**config.mk**
```make
export PLATFORM = sky130hd
export DESIGN_NAME = display_scanner
export DESIGN_NICKNAME = d
export VERILOG_FILES = /design/src/rtl/display_scanner_pkg.sv /design/src/rtl/display_scanner_hex_to_segments.sv /design/src/rtl/display_scanner.sv
export SDC_FILE = /design/constraint.sdc
export NUM_CORES = 1
export LEC_CHECK = 0
export ABC_AREA = 1
export CORE_MARGIN = 2
export CORE_UTILIZATION = 53
export CTS_BUF_LIST = sky130_fd_sc_hd__clkbuf_4 sky130_fd_sc_hd__clkbuf_8
export DETAILED_ROUTE_END_ITERATION = 10
export PLACE_DENSITY = 0.78
export SYNTH_ARGS = -nofsm -noshare
export SYNTH_HDL_FRONTEND = slang
export SYNTH_SLANG_ARGS = --single-unit
export TNS_END_PERCENT = 20
```
**constraint.sdc**
```tcl
create_clock -name clock -period 2.6 [get_ports clock]
set_clock_uncertainty 0.05 [all_clocks]
set_input_delay 0.78 -clock clock [delete_from_list [all_inputs] [get_ports clock]]
set_output_delay 0.78 -clock clock [all_outputs]
set_load 0.01 [all_outputs]
```
**src/rtl/display_scanner_pkg.sv**
```systemverilog
// display_scanner_pkg: segment code table, slot FSM encoding and output polarity helper
package display_scanner_pkg;
  typedef enum logic {BLANKING, DRIVE} slot_state_t;
  // Active-high {g,f,e,d,c,b,a} codes, nibble 0 in the low 7 bits.
  localparam logic [111:0] SEG_TABLE = {
    7'h71, 7'h79, 7'h5E, 7'h39, 7'h7C, 7'h77, 7'h6F, 7'h7F,
    7'h07, 7'h7D, 7'h6D, 7'h66, 7'h4F, 7'h5B, 7'h06, 7'h3F
  };
  // XOR mask bit that turns an active-high level into the pin level.
  function automatic logic polarity_mask(input int active_low);
    return active_low != 0;
  endfunction
endpackage

```
**src/rtl/display_scanner_hex_to_segments.sv**
```systemverilog
// hex_to_segments: combinational hex nibble to active-high 7-segment code
//   nibble in  4  hex digit
//   code   out 7  {g,f,e,d,c,b,a}, active high
module hex_to_segments
  import display_scanner_pkg::*;
(
  input  logic [3:0] nibble,
  output logic [6:0] code
);
  assign code = SEG_TABLE[int'(nibble)*7 +: 7];
endmodule

```
**src/rtl/display_scanner.sv**
```systemverilog
// display_scanner: double-buffered multiplexed 7-segment driver with per-slot blanking gap
//   clock, reset (async, active high)
//   value [4N]   hex nibbles, [3:0] = digit 0     dp [N]  decimal point per digit
//   load         strobe: capture value/dp/lz_suppress into staging
//   lz_suppress  blank leading zero digits        blank   force display off
//   digit_en [N] one-hot digit select              segments [7] {g,f,e,d,c,b,a}
//   seg_dp       decimal point of active digit     frame_done  pulse after last slot of a frame
module display_scanner
  import display_scanner_pkg::*;
#(
  parameter int NUM_DIGITS   = 4,
  parameter int CLK_DIV      = 50000,
  parameter int BLANK_CYCLES = 500,
  parameter int ACTIVE_LOW   = 1
) (
  input  logic                    clock,
  input  logic                    reset,
  input  logic [4*NUM_DIGITS-1:0] value,
  input  logic [NUM_DIGITS-1:0]   dp,
  input  logic                    load,
  input  logic                    lz_suppress,
  input  logic                    blank,
  output logic [NUM_DIGITS-1:0]   digit_en,
  output logic [6:0]              segments,
  output logic                    seg_dp,
  output logic                    frame_done
);
  localparam int PW = $clog2(CLK_DIV);
  localparam int IW = NUM_DIGITS > 1 ? $clog2(NUM_DIGITS) : 1;
  localparam logic INV = polarity_mask(ACTIVE_LOW);
  localparam slot_state_t RESET_STATE = BLANK_CYCLES > 0 ? BLANKING : DRIVE;
  logic [PW-1:0] prescaler, prescaler_next;
  logic [IW-1:0] idx, idx_next;
  slot_state_t state, state_next;
  logic [4*NUM_DIGITS-1:0] stage_value, shadow_value;
  logic [NUM_DIGITS-1:0] stage_dp, shadow_dp, zero_from, digit_en_d;
  logic stage_lz, shadow_lz, pending, wrap, tick, last, frame_end, z, drive_on, suppress, dp_d;
  logic [3:0] nibble;
  logic [6:0] code, seg_d;
  hex_to_segments u_hex (.nibble(nibble), .code(code));
  always_comb begin
    tick = prescaler == PW'(CLK_DIV - 1);
    last = idx == IW'(NUM_DIGITS - 1);
    frame_end = tick && last;
    prescaler_next = tick ? '0 : prescaler + 1'b1;
    idx_next = tick ? (last ? '0 : idx + 1'b1) : idx;
    state_next = prescaler_next < PW'(BLANK_CYCLES) ? BLANKING : DRIVE;
    // zero_from[i]: nibbles NUM_DIGITS-1..i of the shown frame are all zero
    zero_from = '0;
    z = 1'b1;
    for (int i = NUM_DIGITS - 1; i >= 0; i--) begin
      z = z && shadow_value[4*i +: 4] == 4'd0;
      zero_from[i] = z;
    end
    nibble = shadow_value[{idx, 2'b00} +: 4];
    suppress = shadow_lz && idx != '0 && zero_from[idx];
    drive_on = state == DRIVE && !blank;
    digit_en_d = drive_on ? NUM_DIGITS'(1) << idx : '0;
    seg_d = drive_on && !suppress ? code : '0;
    dp_d = drive_on && shadow_dp[idx];
  end
  always_ff @(posedge clock or posedge reset)
    if (reset) begin
      prescaler <= '0;
      idx <= '0;
      state <= RESET_STATE;
      stage_value <= '0;
      stage_dp <= '0;
      stage_lz <= 1'b0;
      shadow_value <= '0;
      shadow_dp <= '0;
      shadow_lz <= 1'b0;
      pending <= 1'b0;
      wrap <= 1'b0;
      frame_done <= 1'b0;
      digit_en <= {NUM_DIGITS{INV}};
      segments <= {7{INV}};
      seg_dp <= INV;
    end else begin
      prescaler <= prescaler_next;
      idx <= idx_next;
      state <= state_next;
      wrap <= frame_end;
      frame_done <= wrap;
      if (load) begin
        stage_value <= value;
        stage_dp <= dp;
        stage_lz <= lz_suppress;
      end
      // Old staging moves to shadow even when a new load lands on the same edge.
      if (frame_end && pending) begin
        shadow_value <= stage_value;
        shadow_dp <= stage_dp;
        shadow_lz <= stage_lz;
      end
      pending <= load || (pending && !frame_end);
      digit_en <= digit_en_d ^ {NUM_DIGITS{INV}};
      segments <= seg_d ^ {7{INV}};
      seg_dp <= dp_d ^ INV;
    end
endmodule
```
# [Word-level counts from Yosys, hierarchy flattened]
# Cells that the tools add are included.
[totals] reg_bits=76 in_bits=25
[classes] add_sub_neg=2 multipliers=1 n_lt_le_gt_ge=2 eq_ne=2 n_shift=3 mux=9 n_bitwise=3 n_reduce_logical=20
[op_table] op="variable part select 112 x 32 -> 7 bit (first input constant)" n=1
[op_table] op="adder 16 x 1 -> 16 bit (second input constant)" n=1
[op_table] op="equality test 16 bit (second input constant)" n=1
[op_table] op="zero test 4 bit" n=4
[op_table] op="less-than comparator 16 x 9 -> 1 bit (second input constant)" n=1
[op_table] op="two-way mux 16 bit" n=1
[op_table] op="variable part select 16 x 5 -> 4 bit" n=1
[op_table] op="logical AND 1 bit" n=11
[op_table] op="multiplier 4 x 3 -> 7 bit (second input constant)" n=1
[op_table] op="two-way mux 7 bit" n=1
[op_table] op="NOT 7 bit" n=1
[op_table] op="binary-select mux 1 bit (select 2 bit)" n=2
[op_table] op="two-way mux 4 bit" n=1
[op_table] op="NOT 4 bit" n=1
[op_table] op="<< shifter 1 x 2 -> 4 bit (first input constant)" n=1
[op_table] op="zero test 1 bit" n=3
[op_table] op="less-than comparator 2 x 3 -> 1 bit (second input constant)" n=1
[op_table] op="two-way mux 1 bit" n=3
[op_table] op="adder 2 x 1 -> 2 bit (second input constant)" n=1
[op_table] op="equality test 2 bit (second input constant)" n=1
[op_table] op="two-way mux 2 bit" n=1
[op_table] op="nonzero test 2 bit" n=1
[op_table] op="logical OR 1 bit" n=1
[op_table] op="NOT 1 bit" n=1

# [Depth between registers and ports, before layout]
[logic_depth] ltp_word=11 mapped_depth=11 ltp_nobuf=11

# [Modules after synthesis]
# A second synthesis with hierarchy kept.
[hier_totals] cells_unflattened=454 area_unflattened_um2=3823.7
[by_module_without_submodules] mod="display_scanner" n_inst=1 cells_each=402 area_each_um2=3553.4 seq_area_each_um2=1916.8
[by_module_without_submodules] mod="hex_to_segments" n_inst=1 cells_each=52 area_each_um2=270.3 seq_area_each_um2=0.0

# [Worst setup path after synthesis]
# No wires, ideal clock.
[synth_timing] path_type="in2reg" startpoint="input blank" endpoint="register segments[1]" setup_ns=0.102 arrival_time_ns=1.531 required_ns=2.448 slack_ns=0.918 path_stages=3 cell_sequence="nor2_1 > a21boi_1 > o211ai_1"
[synth_via] elab_chain_len=5
[synth_lines] element="from (decl)" line="display_scanner.sv:22" text="input logic blank,"
[synth_lines] element="zero test 1 bit" line="display_scanner.sv:57" text="drive_on = state == DRIVE && !blank;"
[synth_lines] element="logical AND 1 bit" line="display_scanner.sv:57"
[synth_lines] element="logical AND 1 bit" line="display_scanner.sv:59" text="seg_d = drive_on && !suppress ? code : '0;"
[synth_lines] element="two-way mux 7 bit" line="display_scanner.sv:59"
[synth_lines] element="NOT 7 bit (no source line)"
[synth_lines] element="to (signal assigned)" line="display_scanner.sv:77" text="segments <= {7{INV}};"
[synth_lines] element="to (signal assigned)" line="display_scanner.sv:98" text="segments <= seg_d ^ {7{INV}};"
[synth_lines] element="to (decl)" line="display_scanner.sv:24" text="output logic [6:0] segments,"
# Every way passes these cells.
# A chain may end at the register's enable or synchronous reset.

# [Final worst setup path]
[layout_timing] startpoint="register digit_en[3]" endpoint="output digit_en[3]"
[layout_lines] element="from (decl)" line="display_scanner.sv:23" text="output logic [NUM_DIGITS-1:0] digit_en,"
[layout_lines] element="from (signal assigned)" line="display_scanner.sv:76" text="digit_en <= {NUM_DIGITS{INV}};"
[layout_lines] element="from (signal assigned)" line="display_scanner.sv:97" text="digit_en <= digit_en_d ^ {NUM_DIGITS{INV}};"
# No word-level cell between the ends.

==> impl_metrics.ini <==
[synthesis]
ys_types = 30
seq_area_frac_synth_pct = 50.2
yosysTopAreaCell = dfrtp_1
yosysWarnings = 0
ys_ff_latch = 76
syn_area_um2 = 3820
syn_inst = 450
yosys.area.top_type_share_pct = 41.9
avgSynthCellArea_um2 = 8.49
synth.area.top_cells = dfrtp_1 (42%), nand2_1 (10%), dfstp_2 (8.3%)
syn_nets = 485

[worst_setup_path]
reg2reg_from = idx[0]$_DFFE_PP0N_
start_kind = flop
endpoint_kind = output pin
cp_max_fo = 1
cp.arrival_ps = 1380
r2r_end = segments[0]$_DFF_PP1_
path_buf_inv = 1
reg2reg_depth = 10
ff2ff_setup_slack_ps = 500
criticalPathCategory = reg2out
crit_path_top_delay_cell = dfstp_2
path_cells = clkdlybuf4s50_1
crit_family = flip-flops
max_stage_delay_ps = 520
required_ps = 1770

[timing]
setup_viol = 0
drv_slew = 0
rsz0062_at_grt = false
fin_crit_ps = 2210
hold_violations = 0
fin_crit_sh_pct = 84.9
tightest_slew_ps = 600
slew_headroom_pct = 60.0
finalSetupTns_ps = 0
max_freq_ghz = 0.453

[detailed_routing]
ant_nets = 0
drc = 0
dr.pass1.iters = 4
num_vias = 2951
wl_per_cell_um = 11.6
vias_per_cell = 4.98
routed_wl_um = 6860
drt_iter0_drc = 143

[place]
gp_congestion = 0.951
port_buffers = 37
hpwl_um = 5020
place_inst = 577

[clock_network]
max-clock-path-buffers = 2
clk_latency_ps = 340
cts_resized = 0
clk_pin_slew_worst_paths_ps = 80
cts_tree = done
cts_inserted_buffers = 9
cts.htree.levels = 3
cts-root-buf = clkbuf_8
ctsHoldBuffers = 0
clock_sinks = 76
post_cts_buffers = 0

[final_layout]
synthToLayoutAreaGrowth_pct = 19.6
diodes = 0
final_core_utilization_pct = 66.5
nNetsFinal = 527
final_cells = 592
drive_gt1_share_pct = 17.7

[global_routing]
antenna_found_initial = 0
grt_pass1_wl_um = 11900
grt_max_degree = 44
grt_pass1_vias = 2673
grt-ovfl-total = 0
grt_usage_pct = 19.4

[pwr]
vdd_drop_max_uv = 319
powerDensity_nw_per_um2 = 553
leakage_uw = 0.00219

[worst_hold_path]
hold_class = reg2reg
min_to = frame_done$_DFF_PP0_
holdCritStartpoint = wrap$_DFF_PP0_
min_path_cells = 0

[floorplan]
core_area_um2 = 6870
io-pin-count = 38
row_count = 30
die_x_um = 88.9
die_h_um = 88.9
die_area_um2 = 7900
initial_utilization_pct = 55.6

[run_status]
status = finished, final reports clean

[job]
cap_violations = 0
==> flip-flops by register name (all words and copies together), names as in the netlist <==
name and cells:
idx 2, shadow_lz 1, segments 7, digit_en 4
stage_lz 1, shadow_dp 4, state 1, stage_dp 4
wrap 1, pending 1, stage_value 16, frame_done 1
shadow_value 16, seg_dp 1, prescaler 16
==> cell type report <==
cell class	count	area, µm²
clock buffer	11	151
inverter	69	263
tap	96	120
multi-input combinational	295	1570
sequential	76	1920
fill	564	2300
clock inverter	4	120
timing repair buffer	41	425
==> metrics by stage <==
stage	total power, µW	worst slack (ps)	cell area, µm²	hold slack (ps)
floorplan	1300	918	3820	281
global placement	1360	410	4300	292
detailed placement	1360	376	4300	293
CTS	2560	367	4570	319
global route	2630	284	4570	327
finish	2530	392	4570	317
==> cells by family after synthesis <==
family / Yosys count / share of synthesized area, %
XOR/XNOR: 3 / 0.688
buffers and inverters: 79 / 8.68
AND/OR/NAND/NOR: 210 / 25.3
adder cells (fa/ha/maj): 10 / 3.28
flip-flops: 76 / 50.2
AO/OA/AOI/OAI: 72 / 11.9
==> cell usage in the layout, fill, tap and decap left out, types with 10 or more instances in the layout <==
master,count
nor2_1,39
ha_1,10
clkbuf_8,11
nand2_2,18
dfrtp_1,64
o21ai_0,28
o21ai_2,21
dfstp_2,12
inv_1,61
nand2_1,106
nand3_1,31
clkdlybuf4s50_1,37
==> layer usage <==
layer  global-route usage (%)  wire length [µm]  vias to the layer above
li1                         -                 -                     1489
met1                     26.7              3150                     1365
met2                     30.1              3220                       84
met3                     5.08               364                       13
met4                     6.47               123                        0
met5                        0                 0                        -
==> cell usage after synthesis <==
master and number:
nor3_1 1, dfrtp_1 64, xor2_1 3, nand3_2 2, nand2_4 2, clkbuf_1 4, ha_1 10, nor2_1 39
buf_4 1, nand2_1 106, o21ai_2 21, o21ai_1 9, a21oi_1 8, inv_2 6, o211ai_1 3, buf_6 4
nand2_2 18, inv_1 62, dfstp_2 12, o21ai_0 28, nand4_1 4, o21bai_1 1, o22ai_1 1, nor2_4 5
a21boi_1 1, nor2_8 1, nor2_2 1, clkinv_1 1, buf_2 1, nand3_1 31
==> power breakdown <==
part | internal (µW) | total [µW] | switching (µW)
clock network | 782 | 1190 | 410
registers | 1210 | 1220 | 7.29
logic | 51.8 | 117 | 65.2
total | 2050 | 2530 | 482
==> how the worst max path moves through the flow <==
stage	cells past startpoint	endpoint	slack (ps)	start
2_1_floorplan	3	segments[1]$_DFF_PP1_	920	blank
3_3_place_gp	4	segments[1]$_DFF_PP1_	410	blank
3_5_place_dp	4	segments[0]$_DFF_PP1_	380	blank
4_1_cts	1	segments[6]	370	segments[6]$_DFF_PP1_
5_1_grt	10	segments[0]$_DFF_PP1_	280	idx[0]$_DFFE_PP0N_
6_report	1	digit_en[3]	390	digit_en[3]$_DFF_PP1_
No activity file was read; power rests on OpenSTA's default activity.
